===== src/rtl/uart_rx.sv =====
// 8N1 UART receiver with a 16x oversample prescaler, mid-bit sampling,
// framing-error detection and a valid/ack output handshake with overrun flag.
module uart_rx (
    input  logic       clk,
    input  logic       resetn,
    input  logic [1:0] baud_rate,
    input  logic       rx,
    input  logic       rx_ack,
    output logic [7:0] rx_data,
    output logic       rx_valid,
    output logic       frame_err,
    output logic       overrun
);

    localparam int unsigned DIV48  = 469;
    localparam int unsigned DIV96  = 234;
    localparam int unsigned DIV192 = 117;
    localparam int unsigned DIV384 = 59;
    localparam int unsigned DIV_W  = 9;
    localparam int unsigned TICK_W = 4;
    localparam int unsigned BIT_W  = 3;

    localparam logic [2:0] S_IDLE  = 3'd0;
    localparam logic [2:0] S_START = 3'd1;
    localparam logic [2:0] S_DATA  = 3'd2;
    localparam logic [2:0] S_STOP  = 3'd3;
    localparam logic [2:0] S_BREAK = 3'd4;

    logic [1:0]        rx_sync;
    logic              rx_s;
    logic [2:0]        state, state_nxt;
    logic [DIV_W-1:0]  div, div_nxt;
    logic [DIV_W-1:0]  presc, presc_nxt;
    logic [TICK_W-1:0] tick_cnt, tick_nxt;
    logic [BIT_W-1:0]  bit_idx, bit_nxt;
    logic [7:0]        shift, shift_nxt;
    logic [7:0]        data_nxt;
    logic              valid_nxt, frame_err_nxt, overrun_nxt;
    logic              tick_c;

    function automatic logic [DIV_W-1:0] div_sel(input logic [1:0] sel);
        case (sel)
            2'd0:    div_sel = DIV_W'(DIV48);
            2'd1:    div_sel = DIV_W'(DIV96);
            2'd2:    div_sel = DIV_W'(DIV192);
            default: div_sel = DIV_W'(DIV384);
        endcase
    endfunction

    assign rx_s   = rx_sync[1];
    assign tick_c = (presc == div - DIV_W'(1));

    // State and datapath registers; the line synchronizer resets to idle-high.
    always_ff @(posedge clk or negedge resetn) begin
        if (!resetn) begin
            rx_sync   <= 2'b11;
            state     <= S_IDLE;
            div       <= '0;
            presc     <= '0;
            tick_cnt  <= '0;
            bit_idx   <= '0;
            shift     <= '0;
            rx_data   <= '0;
            rx_valid  <= 1'b0;
            frame_err <= 1'b0;
            overrun   <= 1'b0;
        end else begin
            rx_sync   <= {rx_sync[0], rx};
            state     <= state_nxt;
            div       <= div_nxt;
            presc     <= presc_nxt;
            tick_cnt  <= tick_nxt;
            bit_idx   <= bit_nxt;
            shift     <= shift_nxt;
            rx_data   <= data_nxt;
            rx_valid  <= valid_nxt;
            frame_err <= frame_err_nxt;
            overrun   <= overrun_nxt;
        end
    end

    // Next-state and output logic.
    always_comb begin
        state_nxt     = state;
        div_nxt       = div;
        presc_nxt     = tick_c ? '0 : presc + DIV_W'(1);
        tick_nxt      = tick_c ? tick_cnt + TICK_W'(1) : tick_cnt;
        bit_nxt       = bit_idx;
        shift_nxt     = shift;
        data_nxt      = rx_data;
        valid_nxt     = rx_valid;
        frame_err_nxt = 1'b0;
        overrun_nxt   = overrun;

        if (rx_ack && rx_valid) begin
            valid_nxt   = 1'b0;
            overrun_nxt = 1'b0;
        end

        case (state)
            S_IDLE: begin
                presc_nxt = '0;
                tick_nxt  = '0;
                if (!rx_s) begin
                    state_nxt = S_START;
                    div_nxt   = div_sel(baud_rate);
                end
            end
            S_START: begin
                if (tick_c && tick_cnt == TICK_W'(7)) begin
                    tick_nxt  = '0;
                    bit_nxt   = '0;
                    state_nxt = rx_s ? S_IDLE : S_DATA;
                end
            end
            S_DATA: begin
                // Tick counter wraps 15 -> 0 on its own, so each bit is 16 ticks.
                if (tick_c && tick_cnt == TICK_W'(15)) begin
                    shift_nxt = {rx_s, shift[7:1]};
                    bit_nxt   = bit_idx + BIT_W'(1);
                    if (bit_idx == BIT_W'(7)) begin
                        state_nxt = S_STOP;
                    end
                end
            end
            S_STOP: begin
                if (tick_c && tick_cnt == TICK_W'(15)) begin
                    if (rx_s) begin
                        state_nxt = S_IDLE;
                        // A same-cycle ack frees the holding register for the new byte.
                        if (!rx_valid || rx_ack) begin
                            data_nxt  = shift;
                            valid_nxt = 1'b1;
                        end else begin
                            overrun_nxt = 1'b1;
                        end
                    end else begin
                        frame_err_nxt = 1'b1;
                        state_nxt     = S_BREAK;
                    end
                end
            end
            S_BREAK: begin
                presc_nxt = '0;
                tick_nxt  = '0;
                if (rx_s) begin
                    state_nxt = S_IDLE;
                end
            end
            default: begin
                state_nxt = S_IDLE;
            end
        endcase
    end

endmodule


===== config.mk =====
export PLATFORM = sky130hd
export DESIGN_NAME = uart_rx
export DESIGN_NICKNAME = d
export VERILOG_FILES = /design/src/rtl/uart_rx.sv
export SDC_FILE = /design/constraint.sdc
export NUM_CORES = 1
export LEC_CHECK = 0
export ABC_AREA = 1
export ABC_CLOCK_PERIOD_IN_PS = 5500
export CORE_UTILIZATION = 50
export CTS_BUF_LIST = sky130_fd_sc_hd__clkbuf_16
export DETAILED_ROUTE_END_ITERATION = 10
export HOLD_SLACK_MARGIN = 0.15
export MAX_ROUTING_LAYER = met4
export PLACE_DENSITY = 0.81
export RECOVER_POWER = 50
export SKIP_CTS_REPAIR_TIMING = 1
export SLEW_MARGIN = 10
export SYNTH_ARGS = -nofsm -noshare
export SYNTH_HDL_FRONTEND = slang
export SYNTH_SLANG_ARGS = --single-unit

===== constraint.sdc =====
create_clock -name clk -period 5.5 [get_ports clk]
set_clock_uncertainty 0.2 [all_clocks]
set_input_delay 0.825 -clock clk [delete_from_list [all_inputs] [get_ports clk]]
set_output_delay 0.825 -clock clk [all_outputs]
set_load 0.05 [all_outputs]

==> impl_metrics.ini, run 1 <==
[hold_path]
worstHoldStart = rx_sync[0]
hold_path_class = flip-flop to flip-flop
min_to = rx_sync[1]
hold_depth = 0

[placed_design]
dp_hpwl_um = 3385
dpl-instance-area_mm2 = 0.002621
pre_cts_slack_ps = 2925
io_buffers = 16
gp_congestion = 0.9124

[floorplanning]
io_pins = 17
die_area_mm2 = 0.005117
start_util_pct = 53.67
core_area_mm2 = 0.004504
die_y_um = 71.53
row_count = 24
die_w_um = 71.53

[outcome]
status = finished, violations left
violations = capacitance limit, slew limit

[synthesis]
syn-num-nets = 318
synth_edf_count = 0
post_synth_num_cell_types = 29
postSynthAreaPerCell_um2 = 7.874
yosys_warnings = 0
syn_area_mm2 = 0.002417
ys_async_sr_fraction_pct = 100.0
yosys_most_used_dff = dfrtp_1
synth-seq-cells = 47
synth_cells = 307
ys_seq_area_share_pct = 48.76

[drt]
drc = 0
vias = 1935
viasPerCell = 5.079
drt_iter0_markers = 143
wl_per_cell_um = 11.91
antenna_left = 0
drt_pass1_iterations = 6
routed_wl_um = 4536

[global_route]
grt_max_degree = 48
grt_pass1_vias = 1844
antenna_found_initial = 0
grt_first_pass_wirelength_um = 7900
grt_use_total_pct = 20.60
grt.overflow.total = 0

[setup_path]
path_max_fanout = 47
startpoint_type = primary input
arrival_ps = 2550
worst_path_largest_cell_delay_ps = 1690
crit_type = primary input to async pin
cpLargestDelayFamily = buffers and inverters
worst-path-buf-inv = 1
reg2regPathDepth = 15
rr_endpoint = bit_idx[2]
end_kind = async pin
reg2reg_from = div[4]
crit_required_ps = 5180
reg2reg_slack_ps = 2860
crit_slowest_cell = clkbuf_1
crit_chain = clkbuf_1
cp_num_cells = 1

[layout]
finalNetCount = 339
area_delta_synth_final_pct = 14.39
antennaDiodeCount = 0
layout-drive-gt1-share_pct = 7.903
design_area_mm2 = 0.002765

[clock_tree]
clock_latency_ps = 290
clk_path_buf_depth = 2
cts.sinks = 47
cts_buffers = 5
path_clk_slew_ps = 60
cts-root-buf = clkbuf_16
htree_levels = 2
cts_tree = yes

[sta]
slew_viol_final = 48
relSlewSlack_pct = -62.54
whs_ps = 156.9
setup_tns_ps = 0
post-route-period-util_pct = 52.27
max_slew.worst_pin.slew_ps = 2438
hold_viol = 0
finalWorstPathRequiredPeriod_ps = 2875
rsz0062_at_grt = false
max_freq_mhz = 347.8
setup_violations = 0
fin_ws_ps = 2625

[pwr]
p_per_area_mw_per_mm2 = 309.7
peakVddDrop_uv = 141.3
leakagePower_nw = 1.392

[job]
cap_violations = 1
==> through the flow <==
stage	power, mW	utilization, %	cells
2_1_floorplan	0.5289	-	307
3_3_place_gp	0.5655	58.19	373
3_5_place_dp	0.5718	58.19	373
4_1_cts	0.8659	61.42	381
5_1_grt	0.9026	61.39	381
6_report	0.8563	61.39	381
==> synth_stat cells, types with 2 or more instances <==
library cell	instances	share of area, %
dfstp_2	2	2.2
a21oi_1	3	0.62
nand4_1	3	0.78
o21ai_2	7	2.5
ha_1	5	2.6
nor2_4	4	1.9
inv_2	2	0.31
o21ai_1	6	1.2
nand2_1	91	14
xnor2_1	6	2.2
inv_1	48	7.5
dfrtp_1	45	47
o21ai_0	9	1.9
a22oi_1	3	0.93
o21bai_1	2	0.62
nor3_1	4	0.83
nor2_1	36	5.6
nand3_1	20	4.1
==> logic make-up after synthesis <==
| logic type | count (synthesis) | share of synthesized area (%) |
|---|---|---|
| and+or+nand+nor | 165 | 29.61 |
| AOI/OAI and AO/OA | 31 | 8.074 |
| DFF | 47 | 48.76 |
| adders and majority gates | 5 | 2.588 |
| buffers and inverters | 52 | 8.437 |
| xor gates and xnor gates | 7 | 2.536 |
==> layout by cell type, fill, tap and decap left out, types with 2 or more instances in the layout <==
master           netlist  layout
a22oi_1                3       3
o21ai_0                9       9
dfrtp_1               45      45
nand4_1                3       3
o21ai_1                6       6
clkdlybuf4s50_1        0      14
inv_2                  2       2
dfstp_2                2       2
ha_1                   5       5
nor3_1                 4       4
nand3_1               20      20
xnor2_1                6       6
o21bai_1               2       2
o21ai_2                7       7
clkbuf_16              0       5
inv_1                 48      48
nor2_1                36      36
nor2_4                 4       4
nand2_1               91      91
a21oi_1                3       3
==> sequential cells by signal (all words and copies together) (netlist names) <==
register	cells
div	7
rx_valid	1
presc	9
state	3
frame_err	1
bit_idx	3
shift	8
rx_data	8
overrun	1
tick_cnt	4
rx_sync	2
==> where the power goes <==
part / switching, mW / internal (mW)
registers: 0.0346 / 0.380
logic: 0.0899 / 0.0598
clock network: 0.124 / 0.167
==> layer usage <==
layer	share of wire (%)	routed length [um]	GRT usage, %
met5	0	0	-
met4	0.51	23	5.882
met3	3.5	158	4.641
met2	49	2204	33.44
met1	47	2150	26.16
==> worst max-delay path by stage <==
stage | from | end | slack, ps
final | resetn | frame_err | 2630
after global routing | resetn | bit_idx[1] | 2080
after CTS | div[4] | bit_idx[2] | 2890
after detailed placement | div[3] | bit_idx[1] | 2930
after global placement | div[3] | bit_idx[1] | 3030
after floorplan | div[3] | rx_data[5] | 3300
==> layout make-up <==
cell class	count	area (um2)
clock inverters	3	20.02
clock buffers	5	125.1
inverters	50	187.7
repair buffers	16	153.9
well taps	52	65.06
multi-input cells	208	1035
flip-flops and latches	47	1179
fillers	381	1739
(Power assumes the default switching activity.)
==> run 2: changes to the inputs <==
- ABC_CLOCK_PERIOD_IN_PS: 5500 -> 2500
- PLACE_DENSITY: 0.81 -> 0.83
- clock period: 5.5 -> 2.5 ns (I/O delays scaled with it)
==> impl_metrics.ini, run 2 (same netlist as run 1, synthesis figures left out) <==
[layout]
layout_commonest_cell = nand2_1
largest-register = presc
area_delta_synth_final_pct = 18.06
n_fill_cell = 372
layout-drive-gt1-share_pct = 10.98
register_area_mm2 = 0.001179
final_cell_mix = nand2_1, inv_1, dfrtp_1
design_area_mm2 = 0.002854
reg_top3 = presc: 9 flops, rx_data: 8 flops, shift: 8 flops
antennaDiodeCount = 0
largest_reg_flops = 9
multi_input_area_mm2 = 0.001057
finalNetCount = 347

[global_route]
grt_use_total_pct = 22.26
grt_max_degree = 30
antenna_found_initial = 0
grt.overflow.total = 0
grt_pass1_vias = 1959
grt_first_pass_wirelength_um = 8597

[sta]
setup_violations = 0
max_freq_mhz = 437.4
setup_tns_ps = 0
slew_viol_final = 30
rsz0062_at_grt = false
finalWorstPathRequiredPeriod_ps = 2286
post-route-period-util_pct = 91.45
max_slew.worst_pin.slew_ps = 1514
hold_viol = 0
relSlewSlack_pct = -0.9494

[outcome]
status = finished, violations left
violations = capacitance limit, slew limit

[setup_path]
worst_path_largest_cell_delay_ps = 410
path_max_fanout = 6
crit_chain = inv_1 > ha_4 > inv_2 > nand2_1 > nand2_1 > nand2_1 > nand3_1 > nor2_1 > nand2_1 > nor2_4 > nand3_2 > buf_4 > nand2_1 > nand3_1 > nand2_1 > nand2_1
startpoint_type = flip-flop
crit_type = flip-flop to flip-flop
crit_slowest_cell = dfrtp_1
crit_required_ps = 2480
critPathMostFrequentCell = nand2_1
arrival_ps = 2260
end_kind = flip-flop

[clock_tree]
cts.sinks = 47
cts_tree = yes
clock_latency_ps = 290
path_clk_slew_ps = 60
cts-root-buf = clkbuf_16
cts_buffers = 5
clk_path_buf_depth = 2
htree_levels = 2

[placed_design]
dp_hpwl_um = 3527
io_buffers = 16
gp_congestion = 0.8336
dpl-instance-area_mm2 = 0.002674

[floorplanning]
die_w_um = 71.53
die_y_um = 71.53
io_pins = 17
die_area_mm2 = 0.005117
core_area_mm2 = 0.004504
row_count = 24
start_util_pct = 53.67

[drt]
wl_per_cell_um = 12.30
drt_pass1_iterations = 4
routed_wl_um = 4785
drt_iter0_markers = 98
viasPerCell = 5.031
antenna_left = 0
drc = 0
vias = 1957

[job]
cap_violations = 1

[pwr]
leakagePower_nw = 1.439
peakVddDrop_uv = 426.1
p_per_area_mw_per_mm2 = 669.5

[hold_path]
hold_path_class = flip-flop to flip-flop
[run 2: final cells by class]
cell class	count	share of cell area [%]
Timing Repair Buffer	24	7.584
Clock buffer	5	4.384
Multi-Input combinational cell	208	37.04
Inverter	50	6.576
Clock inverter	3	0.8330
Tap cell	52	2.280
Sequential cell	47	41.30
[run 2: per-stage QoR]
| stage | std cells | utilization (%) | setup WS (ps) | hold WS, ps | power [mW] |
|---|---|---|---|---|---|
| finish | 389 | 63.36 | 213.7 | 156.2 | 1.911 |
| global route | 389 | 63.36 | 35.37 | 159.0 | 2.023 |
| CTS | 388 | 62.67 | 22.91 | -71.65 | 1.925 |
| detailed placement | 380 | 59.36 | 43.11 | 148.2 | 1.259 |
| global placement | 380 | 59.36 | 125.3 | 146.2 | 1.244 |
| floorplan | 307 | - | 297.8 | -120.6 | 1.164 |
[run 2: final timing paths]
path,startpoint,endpoint,slack [ps],cells after the start
min,rx_sync[0],rx_sync[1],160,0
max reg2reg,div[3],state[1],210,16
min reg2reg,rx_sync[0],rx_sync[1],160,0
max,div[3],state[1],210,16
max in group asynchronous,resetn,presc[2],410,3
min in group asynchronous,resetn,presc[3],790,2
[run 2: worst max-delay path, delay by kind of cell (launching register included)]
family        cells  cell delay [ps]
fa+ha+maj         1              190
buf+inv           3              380
flops             1              410
simple gates     12              990
[run 2: routing by layer]
metal	wire length, um	global-route usage (%)	part of all wire (%)	up-vias
met5	0	-	0	-
met4	69	6.972	1.4	0
met3	97	5.485	2.0	8
met2	2514	38.41	53	22
met1	2104	25.67	44	913
li1	-	-	-	1014
[run 2: power breakdown]
group          switching, mW  leakage, nW  internal [mW]
Clock                  0.289       0.0664          0.374
Combinational          0.200        0.763          0.139
Sequential            0.0727        0.610          0.836
